[src/rtl/ym_pkg.sv]
// Shared decode constants, parameter limits and write-decode types for the
// TurboSound-style multi-YM2149 interface.
package ym_pkg;

  localparam int NUM_YM_MIN  = 1;
  localparam int NUM_YM_MAX  = 4;
  localparam int COVOX_W_MIN = 4;
  localparam int COVOX_W_MAX = 8;

  // A chip-select write to #FFFD carries 11111 in d[7:3] and the inverted
  // chip index in d[1:0]; d[2] is a don't-care.
  localparam logic [4:0] CS_PREFIX = 5'b11111;

  // Port #FE bit positions.
  localparam int BEEPER_BIT  = 4;
  localparam int TAPEOUT_BIT = 3;

  typedef struct packed {
    logic chip_sel;
    logic port_fe;
    logic covox;
  } wr_decode_t;

  function automatic logic [1:0] chip_index(input logic [7:0] data);
    return ~data[1:0];
  endfunction

endpackage

[src/rtl/covox_pwm_dac.sv]
// Covox sample double buffer plus free-running PWM encoder; the new sample
// takes effect only at a counter wrap so every PWM period is a clean duty.
module covox_pwm_dac #(
  parameter int COVOX_W = 8
) (
  input  logic               clk,
  input  logic               rst_n,
  input  logic               load,
  input  logic [COVOX_W-1:0] sample,
  output logic               pwm
);

  logic [COVOX_W-1:0] pwm_cnt;
  logic [COVOX_W-1:0] covox_next;
  logic [COVOX_W-1:0] covox_cur;

  // NOTE: state uses non-blocking assignments so every register samples the
  // pre-edge values, making the wrap compare and the buffer transfer coherent.
  always_ff @(posedge clk or negedge rst_n) begin
    if (!rst_n) begin
      pwm_cnt    <= '0;
      covox_next <= '0;
      covox_cur  <= '0;
      pwm        <= 1'b0;
    end else begin
      pwm_cnt <= pwm_cnt + COVOX_W'(1);
      if (load) begin
        covox_next <= sample;
      end
      if (pwm_cnt == '1) begin
        covox_cur <= covox_next;
      end
      pwm <= (pwm_cnt < covox_cur);
    end
  end

endmodule

[src/rtl/ts_multi_ym.sv]
// Z80 bus glue for up to four YM2149 chips: shared BC1/BDIR, registered chip
// select, port #FE beeper/tape bits, covox DAC and a glitch-free chip clock.
module ts_multi_ym
  import ym_pkg::*;
#(
  parameter int NUM_YM  = 2,
  parameter int COVOX_W = 8
) (
  input  logic              cpu_clock,
  input  logic              reset,
  input  logic              a0,
  input  logic              a1,
  input  logic              a2,
  input  logic              a14,
  input  logic              a15,
  input  logic              iorq,
  input  logic              wr,
  input  logic              rd,
  input  logic              m1,
  input  logic [7:0]        d,
  input  logic              clk_mode,
  output logic              bc1,
  output logic              bdir,
  output logic              ym_clock,
  output logic [NUM_YM-1:0] ym_sel,
  output logic              ioge_c,
  output logic              beeper,
  output logic              tapeout,
  output logic              covox_pwm
);

  if (NUM_YM < NUM_YM_MIN || NUM_YM > NUM_YM_MAX) begin : g_num_ym_check
    $error("ts_multi_ym: NUM_YM must be in 1..4");
  end
  if (COVOX_W < COVOX_W_MIN || COVOX_W > COVOX_W_MAX) begin : g_covox_w_check
    $error("ts_multi_ym: COVOX_W must be in 4..8");
  end

  logic              ssg;
  logic              wr_act;
  logic              wr_act_d;
  logic              wr_event;
  wr_decode_t        dec;
  logic [1:0]        idx;
  logic              sel_valid;
  logic [NUM_YM-1:0] sel_onehot;
  logic [1:0]        div_cnt;
  logic              mode_r;

  // Reads are not decoded in this revision.
  logic unused_rd;
  assign unused_rd = rd;

  assign ssg    = a15 & ~a1 & ~iorq;
  assign bc1    = ssg & a14 & m1;
  assign bdir   = ssg & ~wr;
  assign ioge_c = a15 & ~a1 & m1;

  // A bus write strobe may last several cycles; act only on its first edge.
  assign wr_act   = ~iorq & ~wr & m1;
  assign wr_event = wr_act & ~wr_act_d;

  // NOTE: always_comb starts from a full default so no path can hold a value
  // and infer a latch.
  always_comb begin
    dec          = '0;
    dec.chip_sel = wr_event & ssg & a14 & (d[7:3] == CS_PREFIX);
    dec.port_fe  = wr_event & ~a0;
    dec.covox    = wr_event & ~a2 & a0;
  end

  assign idx        = chip_index(d);
  assign sel_valid  = (int'(idx) < NUM_YM);
  assign sel_onehot = NUM_YM'(1) << idx;

  always_ff @(posedge cpu_clock or negedge reset) begin
    if (!reset) begin
      wr_act_d <= 1'b0;
      ym_sel   <= NUM_YM'(1);
      beeper   <= 1'b0;
      tapeout  <= 1'b0;
    end else begin
      wr_act_d <= wr_act;
      if (dec.chip_sel && sel_valid) begin
        ym_sel <= sel_onehot;
      end
      if (dec.port_fe) begin
        beeper  <= d[BEEPER_BIT];
        tapeout <= d[TAPEOUT_BIT];
      end
    end
  end

  // The divide ratio only changes at the end of a full /4 period, so a mode
  // switch can never chop a ym_clock phase short.
  always_ff @(posedge cpu_clock or negedge reset) begin
    if (!reset) begin
      div_cnt  <= 2'b00;
      mode_r   <= 1'b0;
      ym_clock <= 1'b0;
    end else begin
      div_cnt <= div_cnt + 2'd1;
      if (div_cnt == 2'b11) begin
        mode_r <= clk_mode;
      end
      ym_clock <= mode_r ? div_cnt[1] : div_cnt[0];
    end
  end

  covox_pwm_dac #(
    .COVOX_W(COVOX_W)
  ) u_covox (
    .clk    (cpu_clock),
    .rst_n  (reset),
    .load   (dec.covox),
    .sample (d[7 -: COVOX_W]),
    .pwm    (covox_pwm)
  );

endmodule

[config.mk]
export PLATFORM = sky130hd
export DESIGN_NAME = ts_multi_ym
export DESIGN_NICKNAME = d
export VERILOG_FILES = /design/src/rtl/ym_pkg.sv /design/src/rtl/covox_pwm_dac.sv /design/src/rtl/ts_multi_ym.sv
export SDC_FILE = /design/constraint.sdc
export NUM_CORES = 1
export LEC_CHECK = 0
export ABC_AREA = 1
export CAP_MARGIN = 25
export CORE_UTILIZATION = 35
export CTS_BUF_LIST = sky130_fd_sc_hd__clkbuf_16
export DETAILED_ROUTE_END_ITERATION = 12
export PLACE_DENSITY = 0.64
export SLEW_MARGIN = 20
export SYNTH_ARGS = -nofsm -noshare
export SYNTH_HDL_FRONTEND = slang
export SYNTH_SLANG_ARGS = --single-unit
[constraint.sdc]
create_clock -name cpu_clock -period 2.1 [get_ports cpu_clock]
set_input_delay 0.315 -clock cpu_clock [delete_from_list [all_inputs] [get_ports cpu_clock]]
set_output_delay 0.315 -clock cpu_clock [all_outputs]
set_load 0.005 [all_outputs]
# ---- Word-level counts from Yosys, hierarchy flattened
# Index checks and enable logic that the tools add are counted.
dict set report word_totals {
  register_bits 34
  wordCells 43
}
dict set report op_classes {
  n_mux 1
  addsub 2
  reduce_logical 1
  eq_ne 3
  n_shift 1
  n_lt_le_gt_ge 2
  bitwise 22
}
# operator count
set ops {}
lappend ops {{bitwise AND 1 bit} 15}
lappend ops {{adder 8 x 1 -> 8 bit, second input constant} 1}
lappend ops {{== test 8 bit, second input constant} 1}
lappend ops {{< comparator 8 bit} 1}
lappend ops {{NOT 1 bit} 6}
lappend ops {{== test 5 bit, second input constant} 1}
lappend ops {{adder 2 x 1 -> 2 bit, second input constant} 1}
lappend ops {{== test 2 bit, second input constant} 1}
lappend ops {{< comparator 2 bit, second input constant} 1}
lappend ops {{NOT 2 bit} 1}
lappend ops {{<< shifter 1 x 2 -> 2 bit, first input constant} 1}
lappend ops {{logical AND 1 bit} 1}
lappend ops {{2-to-1 mux 1 bit} 1}

# ---- Depth between registers and ports, before layout
dict set report logic_depth {
  word_depth 8
  depth_mapped 8
  mapped_depth_nobuf 8
}

# ---- Cells and area by module
# Synthesis repeated with hierarchy kept, for this count alone.
dict set report hier_totals {
  cells_unflattened 171
  hier_area_um2 1604.0
}
# module cells_each area_each_um2 n_inst
set by_module_without_submodules {}
lappend by_module_without_submodules {covox_pwm_dac 115 1163.6 1}
lappend by_module_without_submodules {ts_multi_ym 56 440.4 1}

# ---- Worst setup path before layout
# OpenSTA, ideal clock, no wires.
dict set report synth_path {
  path_type {flip-flop to flip-flop}
  from {register u_covox.pwm_cnt[0]}
  to {register u_covox.pwm_cnt[6]}
  period_less_slack_ps 1222
  setup_slack_ps 878
  path_stages_with_launch 7
  arrival_ps 1099
  t_required_ps 1977
  path_buffers 1
  cell_sequence {dfrtp_1 -> ha_1 -> nand2_1 -> nor2_2 -> buf_6 -> nand3_1 -> xor2_1}
}
dict set report synth_via {
  elab_chain_cells 1
}
# item line_no
set synth_lines {}
lappend synth_lines {{from (decl)} covox_pwm_dac.sv:13} ;# logic [COVOX_W-1:0] pwm_cnt;
lappend synth_lines {{from (signal assigned)} covox_pwm_dac.sv:26} ;# pwm_cnt <= pwm_cnt + COVOX_W'(1);
lappend synth_lines {{adder 8 x 1 -> 8 bit} covox_pwm_dac.sv:26}
# No other way between the ends.
# A chain may end at the register's enable or synchronous reset.

# ---- Final worst setup path
dict set report layout_path {
  from {input iorq}
  to {output bc1}
}
dict set report layout_via {
  elab_chain_cells 4
}
# item line_no
set layout_lines {}
lappend layout_lines {{from (decl)} ts_multi_ym.sv:16} ;# input logic iorq,
lappend layout_lines {{NOT 1 bit} ts_multi_ym.sv:54} ;# assign ssg = a15 & ~a1 & ~iorq;
lappend layout_lines {{bitwise AND 1 bit} ts_multi_ym.sv:54}
lappend layout_lines {{bitwise AND 1 bit (2 in a row)} ts_multi_ym.sv:55} ;# assign bc1 = ssg & a14 & m1;
lappend layout_lines {{to (decl)} ts_multi_ym.sv:22} ;# output logic bc1,
# No other way between the ends.

==> insert_results.sql <==
INSERT INTO impl_metrics (metric_group, metric, value, unit) VALUES
('logic_synthesis', 'synth_area', '1638', 'um^2'),
('floorplanning', 'floorplan.rows', '24', ''),
('cts', 'clk_latency', '280', 'ps'),
('routing', 'antenna_violating_nets_post_route', '0', ''),
('logic_synthesis', 'ys_seq_elements', '34', ''),
('routing', 'route.detailed.vias_per_inst', '4.554', ''),
('pwr', 'power-per-cell-area', '731.9', 'nW/um^2'),
('cts', 'numClockSinks', '34', ''),
('logic_synthesis', 'syn-mean-instance-area', '9.049', 'um^2'),
('floorplanning', 'die_w', '70.41', 'um'),
('cts', 'number_of_buffers_created_by_cts', '5', ''),
('cts', 'cts-hold-fix-buffers', '0', ''),
('cells_and_area', 'area_delta_synth_final', '28.42', '%'),
('logic_synthesis', 'synth_instances', '181', ''),
('floorplanning', 'core', '4414', 'um^2'),
('logic_synthesis', 'syn-num-nets', '210', ''),
('logic_synthesis', 'synth_edf_count', '0', ''),
('logic_synthesis', 'ys.warnings.count', '0', ''),
('timing', 'final.setup_skew', '1.377', 'ps'),
('flow_run', 'max-cap-violations', '0', ''),
('worst_setup_path', 'crit_fanout', '2', ''),
('timing', 'maxSlewHeadroom', '0.6537', ''),
('routing', 'dr.first_iter.drc_count', '28', ''),
('timing', 'unrepaired_setup_endpoints_after_global_routing', 'no', ''),
('worst_setup_path', 'worst_setup_path_start_kind', 'input port', ''),
('worst_setup_path', 'timing.setup.critical_path_class', 'input port to output pin', ''),
('worst_setup_path', 'critical-path-max-stage-delay', '510', 'ps'),
('routing', 'firstDrtPassIters', '4', ''),
('grt', 'gr-total-overflow', '0', ''),
('place', 'place.port_buffers', '27', ''),
('floorplanning', 'initial_utilization', '0.3710', ''),
('logic_synthesis', 'synth.lib_cells_used.distinct', '24', ''),
('timing', 'fin_crit', '1867', 'ps'),
('cts', 'postCtsSetupRepairBufs', '0', ''),
('worst_setup_path', 'cpLargestDelayFamily', 'buffers and inverters', ''),
('cts', 'ctsRootBufferMaster', 'sky130_fd_sc_hd__clkbuf_16', ''),
('place', 'post-dp-hpwl', '2147', 'um'),
('run_status', 'status', 'complete, no violations', ''),
('timing', 'post-route-period-util', '0.8890', ''),
('grt', 'grt.total_usage', '0.1396', ''),
('timing', 'report.final.setup_viol', '0', ''),
('pwr', 'worst_ir_drop_vdd', '354.7', 'uV'),
('routing', 'routed.top_layer', 'met4', ''),
('floorplanning', 'fp.dieArea', '4957', 'um^2'),
('floorplanning', 'die_h', '70.41', 'um'),
('cells_and_area', 'post-route-util', '0.4765', ''),
('timing', 'worst_slew_pin_slew', '518.8', 'ps'),
('cts', 'htreeDepth', '2', ''),
('cells_and_area', 'finish.net_count', '243', ''),
('routing', 'dr_wl_met3', '208', 'um'),
('routing', 'routedLengthMet1', '1310', 'um'),
('pwr', 'leakage_power_total', '0.001081', 'uW'),
('worst_setup_path', 'cp_data_required_time', '1780', 'ps'),
('routing', 'routed-via-count', '1216', ''),
('cells_and_area', 'nFillCells', '440', ''),
('place', 'placement.setup.worst_slack', '219.4', 'ps'),
('grt', 'grt_start_max_net_pins', '35', ''),
('cts', 'postCtsResizedCells', '0', ''),
('worst_setup_path', 'cpMaxStageDelayCell', 'sky130_fd_sc_hd__clkdlybuf4s50_1', ''),
('cells_and_area', 'antenna_cells', '0', ''),
('worst_setup_path', 'worst_ep_arrival_time', '1550', 'ps'),
('timing', 'max_frequency', '535.6', 'MHz'),
('routing', 'wl_met2', '1353', 'um'),
('cts', 'cts_max_path_buffers', '2', ''),
('worst_setup_path', 'path_cells', 'clkdlybuf4s50_1 > inv_2 > nand4_1 > nor2_1 > clkdlybuf4s50_1', ''),
('logic_synthesis', 'synth_top_flop_cell', 'sky130_fd_sc_hd__dfrtp_1', ''),
('worst_setup_path', 'worstSetupEndpointType', 'output pin', ''),
('cells_and_area', 'drive_gt1_frac', '0.1070', ''),
('place', 'gp_congestion', '0.7289', ''),
('timing', 'fin_ws', '233.1', 'ps'),
('timing', 'final.setup.tns', '0', 'ps');
[cells in the final DEF, fill, tap and decap left out, types with 2 or more instances in the layout]
cell type / n
sky130_fd_sc_hd__nand2_1: 57
sky130_fd_sc_hd__dfrtp_1: 33
sky130_fd_sc_hd__clkdlybuf4s50_1: 27
sky130_fd_sc_hd__nand3_1: 22
sky130_fd_sc_hd__inv_1: 16
sky130_fd_sc_hd__nor2_1: 10
sky130_fd_sc_hd__ha_1: 9
sky130_fd_sc_hd__inv_2: 6
sky130_fd_sc_hd__xor2_1: 6
sky130_fd_sc_hd__clkbuf_16: 5
sky130_fd_sc_hd__a21oi_1: 4
sky130_fd_sc_hd__nor2_2: 2
sky130_fd_sc_hd__clkinv_1: 2
sky130_fd_sc_hd__o21ai_0: 2
sky130_fd_sc_hd__nand2_4: 2
sky130_fd_sc_hd__o21ai_1: 2
[state kept, by name, summed over array words and instances, names as in the netlist]
name and cells:
beeper 1, div_cnt 2, mode_r 1, tapeout 1, u_covox.covox_cur 8, u_covox.covox_next 8
u_covox.pwm 1, u_covox.pwm_cnt 8, wr_act_d 1, ym_clock 1, ym_sel 2
[power breakdown]
| part | internal (uW) | switching, uW | leakage (uW) |
|---|---|---|---|
| clock network | 428 | 259 | 0.0000724 |
| logic | 69.1 | 60.4 | 0.000576 |
| registers | 699 | 23.8 | 0.000433 |
| total | 1200 | 344 | 0.00108 |
[area by class of cell]
| cell class | instances | area [um^2] | area share |
|---|---|---|---|
| Inverter | 23 | 88.84 | 0.04224 |
| Timing Repair Buffer | 28 | 277.8 | 0.1321 |
| Tap cell | 52 | 65.06 | 0.03093 |
| Clock buffer | 5 | 125.1 | 0.05949 |
| Clock inverter | 3 | 12.51 | 0.005949 |
| Sequential cell | 34 | 852.1 | 0.4051 |
| Multi-Input combinational cell | 122 | 681.9 | 0.3242 |
[stage by stage]
step | cell area, um^2 | total power (uW) | hold slack [ps] | instances
CTS | 2103 | 1575 | 443.0 | 267
floorplan | 1638 | 777.4 | 19.41 | 181
global route | 2103 | 1617 | 475.1 | 267
global placement | 1966 | 861.6 | 430.0 | 259
detailed placement | 1966 | 864.8 | 427.3 | 259
finish | 2103 | 1539 | 436.8 | 267
[cell usage after synthesis (2+ instances only)]
library cell,number,share of area
sky130_fd_sc_hd__a21oi_1,4,0.012
sky130_fd_sc_hd__nand3_1,22,0.067
sky130_fd_sc_hd__ha_1,9,0.069
sky130_fd_sc_hd__o21ai_1,2,0.0061
sky130_fd_sc_hd__xor2_1,6,0.032
sky130_fd_sc_hd__nor2_2,2,0.0076
sky130_fd_sc_hd__inv_2,6,0.014
sky130_fd_sc_hd__dfrtp_1,33,0.50
sky130_fd_sc_hd__inv_1,15,0.034
sky130_fd_sc_hd__nor2_1,10,0.023
sky130_fd_sc_hd__nand2_1,57,0.13
sky130_fd_sc_hd__o21ai_0,2,0.0061
sky130_fd_sc_hd__nand2_4,2,0.014
[final timing paths]
| path | slack [ps] | start | cells past startpoint | endpoint |
|---|---|---|---|---|
| max in group asynchronous | 1320 | reset | 2 | ym_sel[0] |
| max reg2reg | 590 | u_covox.pwm_cnt[1] | 5 | u_covox.pwm_cnt[6] |
| min | 440 | reset | 2 | u_covox.covox_cur[0] |
| min reg2reg | 450 | div_cnt[0] | 1 | div_cnt[0] |
| max | 230 | iorq | 5 | bc1 |
| min in group cpu_clock | 450 | div_cnt[0] | 1 | div_cnt[0] |
[cells by family after synthesis]
kind of cell / Yosys count / share of synthesized area
mux: 1 / 0.006875
buf+inv: 25 / 0.06340
flops: 34 / 0.5202
compound gates: 8 / 0.02445
simple gates: 98 / 0.2842
xor+xnor: 6 / 0.03209
fa+ha+maj: 9 / 0.06876
[routing by layer]
metal | global-route usage | vias to the layer above
met5 | 0 | -
met4 | 0.06667 | 0
met3 | 0.06494 | 6
met2 | 0.2180 | 30
met1 | 0.1608 | 542
li1 | - | 638
No activity file was read; power rests on OpenSTA's default activity.
